--- config.mk ---
export PLATFORM = sky130hd
export DESIGN_NAME = roi_downsampler_flat
export DESIGN_NICKNAME = d
export VERILOG_FILES = /design/src/rtl/roi_downsampler_if.sv /design/src/rtl/roi_downsampler.sv /design/src/flat_wrapper.sv
export SDC_FILE = /design/constraint.sdc
export NUM_CORES = 1
export LEC_CHECK = 0
export BUFFER_PORTS_ARGS = -buffer_cell sky130_fd_sc_hd__buf_2
export CORE_ASPECT_RATIO = 1.4
export CORE_UTILIZATION = 55
export CTS_BUF_LIST = sky130_fd_sc_hd__clkbuf_16
export DETAILED_ROUTE_END_ITERATION = 16
export GPL_TIMING_DRIVEN = 0
export PLACE_DENSITY = 0.84
export SYNTH_ARGS = -nofsm -noshare
export SYNTH_HDL_FRONTEND = slang
export SYNTH_SLANG_ARGS = --single-unit
--- constraint.sdc ---
create_clock -name clk -period 5.57 [get_ports clk]
set_clock_uncertainty 0.05 [all_clocks]
set_input_delay 1.114 -clock clk [delete_from_list [all_inputs] [get_ports clk]]
set_output_delay 1.114 -clock clk [all_outputs]
set_load 0.03 [all_outputs]
--- src/rtl/roi_downsampler_if.sv ---
// Camera-side input and conv-side output signals of the ROI downsampler.
// The slave modport is used by the downsampler and the master modport by whatever drives it.
interface roi_downsampler_if;
  logic       en;
  logic       cam_href;
  logic       cam_vsync;
  logic [7:0] cam_data;
  logic       pix_valid;
  logic [7:0] pix_data;
  logic       frame_start;
  logic       frame_done;
  logic       frame_err;

  modport master (
    output en, cam_href, cam_vsync, cam_data,
    input  pix_valid, pix_data, frame_start, frame_done, frame_err
  );

  modport slave (
    input  en, cam_href, cam_vsync, cam_data,
    output pix_valid, pix_data, frame_start, frame_done, frame_err
  );
endinterface

--- src/rtl/roi_downsampler.sv ---
// Crops a square region of interest from the camera stream and box-averages it
// into an OUT_SIZE x OUT_SIZE row-major pixel stream for the convolution stage.
module roi_downsampler #(
  parameter int SRC_WIDTH  = 640,
  parameter int SRC_HEIGHT = 480,
  parameter int ROI_X0     = 180,
  parameter int ROI_Y0     = 100,
  parameter int SCALE      = 10,
  parameter int OUT_SIZE   = 28,
  parameter int RECIP      = 656
) (
  input logic              clk,
  input logic              rst,
  roi_downsampler_if.slave bus
);

  localparam int XW   = $clog2(SRC_WIDTH + 1);
  localparam int YW   = $clog2(SRC_HEIGHT + 1);
  localparam int SXW  = (SCALE > 1) ? $clog2(SCALE) : 1;
  localparam int BW   = (OUT_SIZE > 1) ? $clog2(OUT_SIZE) : 1;
  localparam int NOUT = OUT_SIZE * OUT_SIZE;
  localparam int OW   = $clog2(NOUT + 1);
  localparam int RW   = $clog2(RECIP + 1);
  localparam int PW   = 16 + RW;

  localparam logic [XW-1:0]  X_MAX   = XW'(SRC_WIDTH);
  localparam logic [XW-1:0]  X_LO    = XW'(ROI_X0);
  localparam logic [XW-1:0]  X_HI    = XW'(ROI_X0 + OUT_SIZE * SCALE);
  localparam logic [YW-1:0]  Y_MAX   = YW'(SRC_HEIGHT);
  localparam logic [YW-1:0]  Y_LO    = YW'(ROI_Y0);
  localparam logic [YW-1:0]  Y_HI    = YW'(ROI_Y0 + OUT_SIZE * SCALE);
  localparam logic [SXW-1:0] S_LAST  = SXW'(SCALE - 1);
  localparam logic [BW-1:0]  B_LAST  = BW'(OUT_SIZE - 1);
  localparam logic [OW-1:0]  OC_END  = OW'(NOUT);
  localparam logic [RW-1:0]  RECIP_C = RW'(RECIP);

  localparam logic [1:0] WAIT_VS = 2'd0;
  localparam logic [1:0] ARMED   = 2'd1;
  localparam logic [1:0] CAPTURE = 2'd2;

  logic [1:0]     state_r;
  logic           vsync_d_r;
  logic           href_d_r;
  logic [XW-1:0]  x_r;
  logic [YW-1:0]  y_r;
  logic [SXW-1:0] sx_r;
  logic [SXW-1:0] sy_r;
  logic [BW-1:0]  bx_r;
  logic [OW-1:0]  oc_r;
  logic           s1_valid_r;
  logic [15:0]    sum_r;
  logic           pix_valid_r;
  logic [7:0]     pix_data_r;
  logic           frame_start_r;
  logic           frame_done_r;
  logic           frame_err_r;
  logic [15:0]    acc_r [0:OUT_SIZE-1];

  logic           vsync_rise_s;
  logic           vsync_fall_s;
  logic           href_fall_s;
  logic           capture_s;
  logic           done_s;
  logic           abort_s;
  logic           y_in_roi_s;
  logic           in_roi_s;
  logic           blk_first_s;
  logic           blk_last_s;
  logic           emit_s;
  logic [15:0]    acc_sum_s;
  logic [15:0]    acc_next_s;
  logic [PW-1:0]  prod_s;
  logic [PW-1:0]  avg_full_s;
  logic [7:0]     avg_s;

  // Edge detection, frame control decisions and the averaging arithmetic.
  always_comb begin
    vsync_rise_s = bus.cam_vsync & ~vsync_d_r;
    vsync_fall_s = ~bus.cam_vsync & vsync_d_r;
    href_fall_s  = ~bus.cam_href & href_d_r;
    capture_s    = (state_r == CAPTURE);
    // the final output is visible this cycle; a simultaneous vsync edge is not an abort
    done_s       = capture_s & pix_valid_r & (oc_r == OC_END);
    abort_s      = capture_s & vsync_rise_s & ~done_s;
    y_in_roi_s   = (y_r >= Y_LO) && (y_r < Y_HI);
    in_roi_s     = capture_s & ~abort_s & bus.cam_href & y_in_roi_s &
                   (x_r >= X_LO) & (x_r < X_HI);
    blk_first_s  = (sx_r == {SXW{1'b0}}) && (sy_r == {SXW{1'b0}});
    blk_last_s   = (sx_r == S_LAST) && (sy_r == S_LAST);
    emit_s       = s1_valid_r & capture_s & ~abort_s;
    acc_sum_s    = acc_r[bx_r] + {8'd0, bus.cam_data};
    if (blk_first_s) begin
      acc_next_s = {8'd0, bus.cam_data};
    end else begin
      acc_next_s = acc_sum_s;
    end
    prod_s     = PW'(sum_r) * PW'(RECIP_C);
    avg_full_s = prod_s >> 16;
    if (avg_full_s > PW'(255)) begin
      avg_s = 8'hFF;
    end else begin
      avg_s = avg_full_s[7:0];
    end
  end

  // Frame state machine, input edge history and the status pulses.
  always_ff @(posedge clk or posedge rst) begin
    if (rst) begin
      state_r      <= WAIT_VS;
      vsync_d_r    <= 1'b0;
      href_d_r     <= 1'b0;
      frame_done_r <= 1'b0;
      frame_err_r  <= 1'b0;
    end else begin
      vsync_d_r    <= bus.cam_vsync;
      href_d_r     <= bus.cam_href;
      frame_done_r <= done_s;
      frame_err_r  <= abort_s;
      case (state_r)
        WAIT_VS: state_r <= (vsync_rise_s && bus.en) ? ARMED : WAIT_VS;
        ARMED:   state_r <= vsync_fall_s ? CAPTURE : ARMED;
        CAPTURE: begin
          if (done_s) begin
            state_r <= (vsync_rise_s && bus.en) ? ARMED : WAIT_VS;
          end else if (abort_s) begin
            state_r <= bus.en ? ARMED : WAIT_VS;
          end else begin
            state_r <= CAPTURE;
          end
        end
        default: state_r <= WAIT_VS;
      endcase
    end
  end

  // Source position and block sub-position counters, cleared while armed.
  always_ff @(posedge clk or posedge rst) begin
    if (rst) begin
      x_r  <= {XW{1'b0}};
      y_r  <= {YW{1'b0}};
      sx_r <= {SXW{1'b0}};
      sy_r <= {SXW{1'b0}};
      bx_r <= {BW{1'b0}};
    end else if (state_r == ARMED) begin
      x_r  <= {XW{1'b0}};
      y_r  <= {YW{1'b0}};
      sx_r <= {SXW{1'b0}};
      sy_r <= {SXW{1'b0}};
      bx_r <= {BW{1'b0}};
    end else if (capture_s) begin
      if (bus.cam_href) begin
        if (x_r != X_MAX) begin
          x_r <= x_r + XW'(1);
        end
      end else if (href_fall_s) begin
        x_r  <= {XW{1'b0}};
        sx_r <= {SXW{1'b0}};
        bx_r <= {BW{1'b0}};
        if (y_r != Y_MAX) begin
          y_r <= y_r + YW'(1);
        end
        if (y_in_roi_s) begin
          sy_r <= (sy_r == S_LAST) ? {SXW{1'b0}} : sy_r + SXW'(1);
        end
      end
      if (in_roi_s) begin
        if (sx_r == S_LAST) begin
          sx_r <= {SXW{1'b0}};
          bx_r <= (bx_r == B_LAST) ? {BW{1'b0}} : bx_r + BW'(1);
        end else begin
          sx_r <= sx_r + SXW'(1);
        end
      end
    end
  end

  // Per-column block accumulators; every block restarts on its first pixel.
  always_ff @(posedge clk) begin
    if (in_roi_s) begin
      acc_r[bx_r] <= acc_next_s;
    end
  end

  // Two-stage emit pipeline: latch the block sum, then scale and saturate it.
  always_ff @(posedge clk or posedge rst) begin
    if (rst) begin
      s1_valid_r    <= 1'b0;
      sum_r         <= 16'd0;
      pix_valid_r   <= 1'b0;
      pix_data_r    <= 8'd0;
      frame_start_r <= 1'b0;
      oc_r          <= {OW{1'b0}};
    end else begin
      s1_valid_r    <= in_roi_s & blk_last_s;
      pix_valid_r   <= emit_s;
      frame_start_r <= emit_s & (oc_r == {OW{1'b0}});
      if (in_roi_s && blk_last_s) begin
        sum_r <= acc_sum_s;
      end
      if (emit_s) begin
        pix_data_r <= avg_s;
        oc_r       <= oc_r + OW'(1);
      end else if (state_r == ARMED) begin
        oc_r <= {OW{1'b0}};
      end
    end
  end

  assign bus.pix_valid   = pix_valid_r;
  assign bus.pix_data    = pix_data_r;
  assign bus.frame_start = frame_start_r;
  assign bus.frame_done  = frame_done_r;
  assign bus.frame_err   = frame_err_r;

endmodule

--- src/flat_wrapper.sv ---
// flat-port wrapper written by rule: the top's interface ports become plain ports
module roi_downsampler_flat 
#(
  parameter int SRC_WIDTH  = 640,
  parameter int SRC_HEIGHT = 480,
  parameter int ROI_X0     = 180,
  parameter int ROI_Y0     = 100,
  parameter int SCALE      = 10,
  parameter int OUT_SIZE   = 28,
  parameter int RECIP      = 656
)
  (clk, rst, bus_en, bus_cam_href, bus_cam_vsync, bus_cam_data, bus_pix_valid, bus_pix_data, bus_frame_start, bus_frame_done, bus_frame_err);
  roi_downsampler_if bus_i ();
  input logic clk;
  input logic rst;
  input wire logic [$bits(bus_i.en)-1:0] bus_en;
  input wire logic [$bits(bus_i.cam_href)-1:0] bus_cam_href;
  input wire logic [$bits(bus_i.cam_vsync)-1:0] bus_cam_vsync;
  input wire logic [$bits(bus_i.cam_data)-1:0] bus_cam_data;
  output wire logic [$bits(bus_i.pix_valid)-1:0] bus_pix_valid;
  output wire logic [$bits(bus_i.pix_data)-1:0] bus_pix_data;
  output wire logic [$bits(bus_i.frame_start)-1:0] bus_frame_start;
  output wire logic [$bits(bus_i.frame_done)-1:0] bus_frame_done;
  output wire logic [$bits(bus_i.frame_err)-1:0] bus_frame_err;
  assign bus_i.en = bus_en;
  assign bus_i.cam_href = bus_cam_href;
  assign bus_i.cam_vsync = bus_cam_vsync;
  assign bus_i.cam_data = bus_cam_data;
  assign bus_pix_valid = bus_i.pix_valid;
  assign bus_pix_data = bus_i.pix_data;
  assign bus_frame_start = bus_i.frame_start;
  assign bus_frame_done = bus_i.frame_done;
  assign bus_frame_err = bus_i.frame_err;
  roi_downsampler #(.SRC_WIDTH(SRC_WIDTH), .SRC_HEIGHT(SRC_HEIGHT), .ROI_X0(ROI_X0), .ROI_Y0(ROI_Y0), .SCALE(SCALE), .OUT_SIZE(OUT_SIZE), .RECIP(RECIP)) u_core (.clk(clk), .rst(rst), .bus(bus_i));
endmodule
==> results.sh, run 1 <==
export IMPL_status="completed"
export IMPL_core_um2=41200
export IMPL_pin_count=25
export IMPL_rr_worst_depth=19
export IMPL_first_pass_iters=6
export IMPL_cp_slowest_cell="dfrtp_2"
export IMPL_grt_usage=0.263
export IMPL_areaGrowthSynthToFinish_pct=13.9
export IMPL_io_buffers=24
export IMPL_drv_slew=0
export IMPL_n_antenna_cell=0
export IMPL_cap_violations=0
export IMPL_critical_path_depth=19
export IMPL_root_buffer="clkbuf_16"
export IMPL_cts_htree_levels=2
export IMPL_timing_final_hold_violations=0
export IMPL_ys_seq_area_frac=0.669
export IMPL_synth_cell_area_um2=22900
export IMPL_netSwitchingFraction=0.253
export IMPL_yosysTopAreaCellShare=0.587
export IMPL_synth_cells=1386
export IMPL_antenna_found_initial=0
export IMPL_critPathLaunchType="flip-flop"
export IMPL_ir_drop_mv=0.236
export IMPL_critPathKind="reg -> reg"
export IMPL_via_count=13800
export IMPL_arrival_ps=5730
export IMPL_worstMarginPinSlew_ps=1030
export IMPL_power_frac_comb=0.115
export IMPL_syn_nets=1489
export IMPL_fp_dieH_um=244
export IMPL_grt_pass1_wl_um=82900
export IMPL_critPathTopFamily="buffers and inverters"
export IMPL_p_int_mw=6.68
export IMPL_setup_violations=0
export IMPL_rsz0062_at_grt="false"
export IMPL_whs_ps=338
export IMPL_final_nets=1610
export IMPL_leakage_nw=9.28
export IMPL_slew_headroom=0.308
export IMPL_synth_cell_type_count=83
export IMPL_hpwlAfterDp_um=35000
export IMPL_cp_common_cell="buf_6"
export IMPL_initial_core_util=0.557
export IMPL_grt_pass1_vias=13800
export IMPL_crit_chain="buf_6 -> buf_8 -> buf_6 -> buf_6 -> clkbuf_4 -> buf_4 -> mux4_2 -> mux2i_1 -> o21ai_0 -> mux2_2 -> ha_1 -> nand2_1 -> o21ai_0 -> o31a_1 -> o21a_1 -> and4b_1 -> a21o_1 -> a21oi_4 -> buf_12"
export IMPL_ys_seq_elements=523
export IMPL_post_drt_wl_per_cell_um=26.9
export IMPL_clock_sinks=523
export IMPL_cts_buffer_depth=3
export IMPL_routed_wl_um=56000
export IMPL_endpoint_kind="flip-flop"
export IMPL_min_period_ps=5450
export IMPL_cellPowerDensity_nw_per_um2=342
export IMPL_seqPwrFrac=0.529
export IMPL_synth_ff_type="edfxtp_1"
export IMPL_crit_buf_inv=7
export IMPL_drt_iter0_drc=1873
export IMPL_ys_top_cells_by_count="edfxtp_1 (448), nand2_1 (96), mux4_2 (91)"
export IMPL_grt_max_degree=74
export IMPL_p_clk_frac=0.355
export IMPL_drc=0
export IMPL_async_flop_share=0.143
export IMPL_power_total_mw=8.93
export IMPL_critPathRequiredTime_ps=5850
export IMPL_p_sw_mw=2.26
export IMPL_setup_tns_final_ps=0
export IMPL_dieArea_um2=42500
export IMPL_synth_edf_count=448
export IMPL_insertion_delay_ps=590
export IMPL_ys_warn_count=0
export IMPL_cts_made_buffers=47
export IMPL_cpPeakStageDelay_ps=500
export IMPL_die_w_um=175
export IMPL_min_period_over_period=0.978
export IMPL_rows=88
export IMPL_yosysTopAreaCell="edfxtp_1"
export IMPL_via_per_inst=6.63
export IMPL_overflow=0
export IMPL_post_synth_top_count_cell="edfxtp_1"
export IMPL_max_freq_mhz=184
export IMPL_cts_tree="built"
export IMPL_min_path_type="in -> async"
export IMPL_yosys_top_cells_area="edfxtp_1 (59%), mux4_2 (8.9%), dfrtp_1 (8.2%)"
export IMPL_drive_gt1_frac=0.217
export IMPL_ant_nets=0
export IMPL_clk_transition_reported_paths_ps=70
export IMPL_avgSynthCellArea_um2=16.5
export IMPL_routabilityCongestion=0.886
export IMPL_path_max_fanout=14
area by class of cell:
cell class / instances / area (um^2)
Timing Repair Buffer: 68 / 739
Buffer: 59 / 400
Clock buffer: 47 / 1180
Tap cell: 540 / 676
Multi-Input combinational cell: 777 / 7330
Sequential cell: 523 / 15300
Fill cell: 2690 / 15100
Inverter: 31 / 119
Clock inverter: 40 / 333
power groups by stage:
stage / clock [mW] / sequential (mW) / combinational, mW
after floorplan: 0 / 4.80 / 0.524
after global placement: 0 / 4.82 / 0.763
after detailed placement: 0 / 4.81 / 0.864
after CTS: 3.19 / 4.73 / 0.956
after global routing: 3.33 / 4.73 / 1.11
final: 3.17 / 4.73 / 1.03
repair_timing:
action                     CTS  global route
hold buffers                 0             0
gates resized for setup     15             7
setup buffers                8             3
pin swaps                    6             4
setup endpoints to repair  196           196
gates cloned                 3             1
per-stage QoR:
stage                     cells  utilization  setup slack [ps]  cell area, um^2
after floorplan            1386            -               289            22900
after global placement     1950        0.576             -1570            23700
after detailed placement   1983        0.591              -465            24300
after CTS                  2081        0.631              70.9            26000
after global routing       2085        0.634              6.85            26100
final                      2085        0.634               123            26100
layer usage:
layer  wire [um]  global-route usage  up-vias
met5           0                   0        -
met4        3720               0.145        0
met3        5340              0.0439      268
met2       27800               0.446      994
met1       19200               0.321     6864
li1            -                   -     5700
state kept, by name (all words and copies together) (netlist names), 2 cells and up:
register / cells
u_core.state_r: 2
u_core.oc_r: 10
u_core.bus.pix_data: 8
u_core.acc_r: 448
u_core.sum_r: 16
u_core.y_r: 9
u_core.bx_r: 5
u_core.x_r: 10
u_core.sy_r: 4
u_core.sx_r: 4
layout by cell type (no fill, tap or decap), types with 21 or more instances in the layout:
cell type  count
edfxtp_1     448
nand2_1       96
mux4_2        91
ha_1          79
dfrtp_1       74
mux2i_1       70
o21ai_0       50
clkbuf_16     47
nor2_1        46
nand3_1       37
inv_1         32
buf_2         31
a21oi_1       30
buf_8         23
nor2_2        22
clkbuf_1      21
kinds of logic (layout without fill, tap and decap cells):
kind of cell             after synthesis  in the layout  synth area share
AND/OR/NAND/NOR                      295            297            0.0617
AO/OA/AOI/OAI                        180            182            0.0538
flip-flops                           523            523             0.669
buffers and inverters                 90            245            0.0218
adder cells (fa/ha/maj)               90             90            0.0527
XOR/XNOR                              30             30            0.0115
multiplexers                         178            178             0.130
final timing paths:
path | start | end | slack [ps]
worst max-delay path | u_core.bx_r[1]$_DFFE_PP0P_ | u_core.acc_r[21][15]$_DFFE_PP_ | 120
worst min register to register | u_core.sy_r[3]$_DFFE_PP0P_ | u_core.sy_r[3]$_DFFE_PP0P_ | 470
max in group asynchronous | rst | u_core.bx_r[1]$_DFFE_PP0P_ | 4570
worst max register to register | u_core.bx_r[1]$_DFFE_PP0P_ | u_core.acc_r[21][15]$_DFFE_PP_ | 120
min in group clk | u_core.sy_r[3]$_DFFE_PP0P_ | u_core.sy_r[3]$_DFFE_PP0P_ | 470
worst min-delay path | rst | u_core.bus.pix_data[5]$_DFFE_PP0P_ | 340
Power figures use the tool's default switching activity.
==> run 2: changes to the inputs <==
ABC_AREA = 1   (was default)
SKIP_CTS_REPAIR_TIMING = 1   (was default)
==> results.sh, run 2 <==
export IMPL_rsz0062_at_grt="false"
export IMPL_post_synth_top_count_cell="nand2_1"
export IMPL_cts_made_buffers=46
export IMPL_setup_tns_final_ps=0
export IMPL_setup_ws_ps=109
export IMPL_initial_core_util=0.557
export IMPL_cap_violations=0
export IMPL_crit_chain="buf_6 -> inv_4 -> buf_2 -> clkbuf_1 -> clkbuf_1 -> nor2_1 -> o22ai_1 -> a21oi_1 -> nand4_1 -> ha_1 -> inv_1 -> fa_1 -> o21ai_1 -> a21oi_1 -> o21ai_1 -> nand3_2 -> nor2_4 -> nand2_1 -> nand2_1 -> nand2_1 -> nor2_4"
export IMPL_fin_cells=2936
export IMPL_synth_cell_type_count=52
export IMPL_cpPeakStageDelay_ps=460
export IMPL_arrival_ps=5740
export IMPL_yosysTopAreaCellShare=0.560
export IMPL_synth_cells=2241
export IMPL_status="completed"
export IMPL_timing_final_hold_violations=0
export IMPL_critPathLaunchType="flip-flop"
export IMPL_met1_length_um=21700
export IMPL_min_period_over_period=0.980
export IMPL_avgSynthCellArea_um2=10.7
export IMPL_drt_iter0_drc=2863
export IMPL_multi_input_area_um2=7650
export IMPL_setup_violations=0
export IMPL_grt_pass1_vias=18600
export IMPL_final_common_cell="nand2_1"
export IMPL_syn_nets=2344
export IMPL_r2r_end="u_core.acc_r[24][12]$_DFFE_PP_"
export IMPL_post_drt_wl_per_cell_um=23.8
export IMPL_grt_pass1_wl_um=104000
export IMPL_critPathKind="reg -> reg"
export IMPL_io_buffers=24
export IMPL_critPathRequiredTime_ps=5850
export IMPL_cts_buffer_depth=3
export IMPL_leakage_nw=10.9
export IMPL_yosysTopAreaCell="edfxtp_1"
export IMPL_overflow=0
export IMPL_areaGrowthSynthToFinish_pct=12.6
export IMPL_routabilityCongestion=0.945
export IMPL_async_flop_share=0.143
export IMPL_top_layer_used="met4"
export IMPL_max_freq_mhz=183
export IMPL_yosys_top_cells_area="edfxtp_1 (56%), dfrtp_1 (7.8%), nand2_1 (7.7%)"
export IMPL_drive_gt1_frac=0.117
export IMPL_grt_max_degree=76
export IMPL_rr_worst_depth=21
export IMPL_critical_path_depth=21
export IMPL_crit_start="u_core.bx_r[0]$_DFFE_PP0P_"
export IMPL_root_buffer="clkbuf_16"
export IMPL_cp_slowest_cell="clkbuf_1"
export IMPL_slew_headroom=0.0839
export IMPL_via_per_inst=6.42
export IMPL_drv_slew=0
export IMPL_whs_ps=428
export IMPL_cp_common_cell="nand2_1"
export IMPL_grt_usage=0.315
export IMPL_min_period_ps=5460
export IMPL_rows=90
export IMPL_drc=0
export IMPL_pin_count=25
export IMPL_hpwlAfterDp_um=45200
export IMPL_cts_htree_levels=2
export IMPL_clock_sinks=523
export IMPL_clk_transition_reported_paths_ps=70
export IMPL_worstMarginPinSlew_ps=1360
export IMPL_r2r_slack_ps=110
export IMPL_fp_dieH_um=249
export IMPL_cts_tree="built"
export IMPL_routed_wl_um=69800
export IMPL_via_count=18800
export IMPL_min_path_type="reg -> reg"
export IMPL_layout_common_cells="nand2_1 (494), edfxtp_1 (448), nor2_1 (280), o21ai_0 (196), inv_1 (154)"
export IMPL_die_w_um=179
export IMPL_synth_cell_area_um2=24000
export IMPL_crit_end="u_core.acc_r[24][12]$_DFFE_PP_"
export IMPL_antenna_found_initial=1
export IMPL_ant_nets=0
export IMPL_crit_buf_inv=6
export IMPL_first_pass_iters=9
export IMPL_ys_top_cells_by_count="nand2_1 (494), edfxtp_1 (448), nor2_1 (314)"
export IMPL_ys_seq_area_frac=0.638
export IMPL_seqCellArea_um2=15300
export IMPL_placed_cells=2851
export IMPL_hold_start="u_core.bus.pix_data[6]$_DFFE_PP0P_"
export IMPL_dr_wl_met3_um=9100
export IMPL_cellPowerDensity_nw_per_um2=573
export IMPL_synth_ff_type="edfxtp_1"
export IMPL_n_fill_cell=2927
export IMPL_post_place_ws_ps=-589
export IMPL_ir_drop_mv=0.419
export IMPL_path_max_fanout=14
export IMPL_largest_reg_flops=448
export IMPL_top_regs="u_core.acc_r x448, u_core.sum_r x16"
export IMPL_regMostFlops="u_core.acc_r"
export IMPL_ys_seq_elements=523
export IMPL_route_met2_wl_um=33000
export IMPL_r2r_start="u_core.bx_r[0]$_DFFE_PP0P_"
export IMPL_endpoint_kind="flip-flop"
export IMPL_final_nets=2450
export IMPL_core_um2=43100
export IMPL_dieArea_um2=44600
export IMPL_synth_edf_count=448
export IMPL_ys_warn_count=0
export IMPL_insertion_delay_ps=620
export IMPL_critPathTopFamily="buffers and inverters"
==> run 2: cell types whose count changed after synthesis, sizes merged, moves of 52 or more <==
cell and delta:
mux2i -71, nor2 +255, o22ai +56, o21ai +179, nand3 +52, nand2 +400, inv +130, mux4 -93
==> run 2: logic make-up after synthesis <==
group,after synthesis,share of synthesized area
flops,523,0.638
simple gates,959,0.165
compound gates,394,0.0905
fa+ha+maj,90,0.0503
xor+xnor,19,0.00692
buf+inv,256,0.0496
==> run 2: how the worst min path moves through the flow <==
stage | end | slack, ps | cells past startpoint
floorplan | u_core.bus.frame_start$_DFF_PP0_ | 400 | 1
global placement | u_core.bus.pix_data[6]$_DFFE_PP0P_ | 410 | 2
detailed placement | u_core.bus.pix_data[6]$_DFFE_PP0P_ | 420 | 2
CTS | u_core.bus.pix_data[6]$_DFFE_PP0P_ | 440 | 2
global route | u_core.y_r[4]$_DFFE_PP0P_ | 460 | 1
finish | u_core.bus.pix_data[6]$_DFFE_PP0P_ | 430 | 2
==> run 2: cell type report <==
type,count,share of cell area
inverter,163,0.0229
clock buffer,46,0.0425
buffer,91,0.0210
antenna,1,0.0000924
timing repair buffer,58,0.0262
multi-input combinational,1464,0.283
clock inverter,38,0.0129
sequential,523,0.566
tap,552,0.0255
==> run 2: worst reg2reg max path: cells and delay by family (launching register included) <==
family / cells / cell delay (ps)
AOI/OAI and AO/OA: 5 / 1210
buffers and inverters: 6 / 1600
DFF: 1 / 440
and+or+nand+nor: 8 / 1280
adders and majority gates: 2 / 630
==> run 2: metrics by stage <==
step,instance area (um^2),power (mW),util
final,27100,15.5,0.628
after CTS,27000,15.1,0.627
after detailed placement,25500,11.9,0.592
after floorplan,24000,9.70,-
after global placement,24800,11.4,0.576
after global routing,27100,15.9,0.628
==> run 2: layer usage <==
metal	vias to the layer above	GRT usage
met4	0	0.233
met1	8781	0.353
li1	7947	-
met2	1635	0.512
met3	476	0.0809
met5	-	0.00563
==> run 2: power breakdown <==
part / switching [mW] / leakage [nW] / internal (mW)
combinational: 4.57 / 5.07 / 1.22
clock: 1.46 / 0.752 / 1.75
sequential: 0.0730 / 5.05 / 6.42
